**src/rtl/demux4_rr_dispatcher.sv**
```systemverilog
// Round-robin 1:4 dispatcher: holds one word and offers it to the next enabled
// channel after the previous target, releasing it when that channel is ready.
module demux4_rr_dispatcher #(
  parameter int DW = 8,
  parameter int CW = 16
) (
  input  logic          clk,
  input  logic          rst_n,
  input  logic          in_valid,
  input  logic [DW-1:0] in_data,
  output logic          in_ready,
  input  logic [3:0]    en_mask,
  output logic [3:0]    out_valid,
  output logic [DW-1:0] out_data,
  input  logic [3:0]    out_ready,
  output logic [1:0]    sel,
  output logic          busy,
  output logic [CW-1:0] dlv_cnt
);

  // state | meaning
  // IDLE  | no word held; accepting when any channel is enabled
  // SEND  | word held in out_data, offered to channel sel until accepted
  typedef enum logic {IDLE, SEND} state_t;

  state_t     state;
  logic [1:0] ptr;
  logic [1:0] tgt;
  logic       accept;
  logic       deliver;

  assign in_ready = (state == IDLE) && (en_mask != 4'b0000);
  assign accept   = in_valid && in_ready;
  assign deliver  = (state == SEND) && out_ready[sel];

  // Scan from the far end back to ptr so the closest enabled channel wins.
  always_comb begin
    tgt = ptr;
    for (int k = 3; k >= 0; k--) begin
      if (en_mask[ptr + 2'(k)]) tgt = ptr + 2'(k);
    end
  end

  always_ff @(posedge clk or negedge rst_n) begin
    if (!rst_n) begin
      state     <= IDLE;
      ptr       <= 2'd0;
      sel       <= 2'd0;
      out_data  <= '0;
      out_valid <= 4'b0000;
      busy      <= 1'b0;
      dlv_cnt   <= '0;
    end else begin
      case (state)
        IDLE: begin
          if (accept) begin
            out_data  <= in_data;
            sel       <= tgt;
            out_valid <= 4'b0001 << tgt;
            busy      <= 1'b1;
            state     <= SEND;
          end
        end
        SEND: begin
          if (deliver) begin
            ptr       <= sel + 2'd1;
            dlv_cnt   <= dlv_cnt + CW'(1);
            out_valid <= 4'b0000;
            busy      <= 1'b0;
            state     <= IDLE;
          end
        end
        default: state <= IDLE;
      endcase
    end
  end

endmodule

```
**config.mk**
```make
export PLATFORM = sky130hd
export DESIGN_NAME = demux4_rr_dispatcher
export DESIGN_NICKNAME = d
export VERILOG_FILES = /design/src/rtl/demux4_rr_dispatcher.sv
export SDC_FILE = /design/constraint.sdc
export NUM_CORES = 1
export LEC_CHECK = 0
export ABC_AREA = 0
export BUFFER_PORTS_ARGS = -buffer_cell sky130_fd_sc_hd__clkbuf_2
export CAP_MARGIN = 40
export CORE_ASPECT_RATIO = 2
export CORE_MARGIN = 10
export CORE_UTILIZATION = 48
export DETAILED_ROUTE_END_ITERATION = 8
export PLACE_DENSITY = 0.88
export SYNTH_ARGS = -nofsm -noshare
export SYNTH_HDL_FRONTEND = slang
export SYNTH_SLANG_ARGS = --single-unit
```
**constraint.sdc**
```tcl
create_clock -name clk -period 2.1 [get_ports clk]
set_input_delay 0.315 -clock clk [delete_from_list [all_inputs] [get_ports clk]]
set_output_delay 0.315 -clock clk [all_outputs]
set_load 0.05 [all_outputs]
```
==> summary.txt <==
Run status
  • Status: completed

Route
  • Final WL: 3585 um
  • DR vias/cell: around 5.6
  • DR WL/cell: around 16 um
  • Routed via count: between 1000 and 1500
  • DRC viols: 0
  • Initial DRC Count: 22
  • DRT Pass-1 Iters: 4
  • Antenna viol nets, final: 0

Die
  • Core region area: approximately 3200 um^2
  • Die Width: between 60 and 70 um
  • Die area: about 6100 um^2
  • Cell row count: 29
  • Chip height: roughly 100 um
  • Initial Util: 0.4954
  • IO Pins: approximately 50

Clocking
  • CTS HTree Levels: 2
  • Root Buffer: clkbuf_8
  • CTS tree: done
  • Setup Buffers After CTS: 0
  • Post-CTS resize count: 0
  • Worst-case clock buffer depth: 2
  • Hold Buf Count CTS: 0
  • CTS buffer count: 5
  • Worst skew pair latency: ~0.29 ns
  • CTS clk-pin slew, worst paths: ~0.07 ns
  • CTS sink cnt: 34

Layout
  • Share of layout cells above drive strength 1: 0.3810
  • Area growth from synthesis to layout: 23.20%
  • Diode count: 0
  • Nets: between 200 and 250

Global routing
  • Total grt overflow: 0
  • Number of global-route vias before repair: 1245
  • First-pass GRT wire length: approximately 5700 um
  • Gr usage total: 0.1198
  • Initial antenna violation count: 0
  • Largest net degree at the start of global routing: 35

Synth
  • Syn. warnings: 0
  • Adder-cell share of the synthesized area: 0.008000
  • Complex-gate fraction of the synthesized area: 0.08480
  • Dominant synthesized flop cell: dfrtp_1
  • Seq/Total Area, Yosys: 0.5440
  • Synth unique cells: 32
  • Ys async rst share: 1.000
  • Largest family of logic cells by synthesized area: simple AND/OR/NAND/NOR gates
  • Post-synthesis mux area share: 0.07920
  • Mapped Cells: between 100 and 150
  • Mapped Avg Cell Area: 11.76 um^2
  • Commonest cells in the netlist: 34 x dfrtp_1, 15 x xnor2_1, 11 x nand2_1
  • Dominant cells by area after synthesis: dfrtp_1 54%, xnor2_1 8.4%, mux2_1 4.3%
  • Synth Area in XOR/XNOR: 0.08960
  • Share of the synthesized area in the top cell type: 0.5440
  • Post-synth EDFFs: 0
  • Post-synth design cell area: ~1600 um^2
  • Post-synthesis simple-gate area fraction: 0.1592
  • Leading area contributor after synthesis: dfrtp_1
  • Most frequent cell after synthesis: dfrtp_1
  • Synthesized net count: 153
  • Yosys reg bits: 34

STA
  • Setup ws final: 0.4103 ns
  • Worst-Margin Slew: around 0.83 ns
  • Fin. max-slew vios: 0
  • Fmax: 591.8 MHz
  • Final Hold Fails: 0
  • Slew headroom: 0.4448
  • Skew final: approximately 0.0086 ns
  • Final setup violation count: 0
  • Setup tns final: 0 ns
  • Fin crit share: 0.8046
  • Tmin final: roughly 1.7 ns
  • Unrepaired setup endpoints after global routing: false

Placement
  • Post-Place Setup Slack: 0.2449 ns
  • Gpl congestion: just under 0.8
  • Dpl hpwl: 2907 um
  • Port Buffers: 50

Critical path
  • Crit Path Max Fanout: 5
  • Crit-path slowest cell: mux4_2
  • Type of element capturing the critical path: flop
  • CP Cell Sequence: mux4_2, nand2_1, mux2_2
  • Crit Path Category: flop to flop
  • Worst path required time: between 2 and 2.5 ns
  • CP Launch Type: flop
  • Critical path arrival: roughly 1.9 ns
  • Worst path max stage delay: roughly 0.59 ns

Power and ir drop
  • Cell Pwr Density: around 1600 nW/um^2
  • Leakage power: between 0.9 and 1 nW
  • Maximum VDD drop: around 1.1 mV
  • Final Total Pwr: approximately 0.0031 W

Hold path
  • Hold Crit Class: input pin to async pin

Run
  • Max cap viols: 0
## state kept, by name, summed over array words and instances, names as in the netlist
signal and flops:
state 1, out_data 8, dlv_cnt 16, busy 1, out_valid 4, sel 2
ptr 2
## cells by family after synthesis
kind of cell               Yosys count
AOI/OAI and AO/OA                   20
xor gates and xnor gates            16
adders and majority gates            1
buffers and inverters                9
DFF                                 34
muxes                               10
and+or+nand+nor                     43
## power breakdown
part / switching (W) / leakage (nW) / internal (W)
Clock: 0.000221 / 0.0482 / 0.000264
Sequential: 0.000211 / 0.432 / 0.000877
Combinational: 0.00109 / 0.458 / 0.000402
## layout by cell type (no fill, tap or decap), drive strengths merged
cell type,netlist,final
a21bo,1,1
a21boi,1,1
a21oi,4,4
a2bb2oi,1,1
a31oi,1,1
and3,4,4
and4,2,2
buf,5,3
clkbuf,0,57
clkinv,0,1
dfrtp,34,34
ha,1,1
inv,4,4
mux2,9,9
mux4,1,1
nand2,11,11
nand3,12,12
nand4,5,5
nor2,4,4
nor2b,2,2
nor3,2,2
o21ai,6,6
o221a,1,1
o221ai,1,1
o31ai,4,4
or4,1,1
xnor2,15,15
xor2,1,1
## final timing paths
| kind | startpoint | endpoint | slack [ns] | cells after the start |
|---|---|---|---|---|
| worst min register to register | dlv_cnt[15] | dlv_cnt[15] | 0.47 | 1 |
| min in group clk | in_data[2] | out_data[2] | 0.24 | 2 |
| worst max-delay path | sel[0] | dlv_cnt[1] | 0.41 | 3 |
| max in group asynchronous | rst_n | dlv_cnt[12] | 1.45 | 1 |
| worst min-delay path | rst_n | dlv_cnt[6] | 0.12 | 1 |
| worst max register to register | sel[0] | dlv_cnt[1] | 0.41 | 3 |
## metal layers
metal  vias to the layer above  wire length (um)  track usage
met5                         -                 0            0
met2                        52              1818       0.1998
met1                       600              1297       0.1228
met3                         4               430      0.06313
met4                         0                38      0.03819
li1                        580                 -            -
## final cells by class
type,instances,area (um^2)
multi-input cells,90,658.1
clock inverters,1,5.005
repair buffers,53,272.8
fillers,261,1230
well taps,31,38.79
clock buffers,7,86.33
inverters,4,15.01
flip-flops and latches,34,850.8
## stage by stage
step	hold WS (ns)	std cells	area, um^2	utilization
finish	0.1157	220	1927	0.6104
global route	0.1585	220	1927	0.6104
CTS	0.1381	220	1927	0.6104
detailed placement	0.4517	212	1836	0.5815
global placement	0.4447	212	1836	0.5815
floorplan	0.01941	133	1564	-
## critical path: cells and delay by family (launching register included)
family,cells,cell delay [ns]
muxes,2,0.94
DFF,1,0.45
and+or+nand+nor,1,0.18
Power figures use the tool's default switching activity.
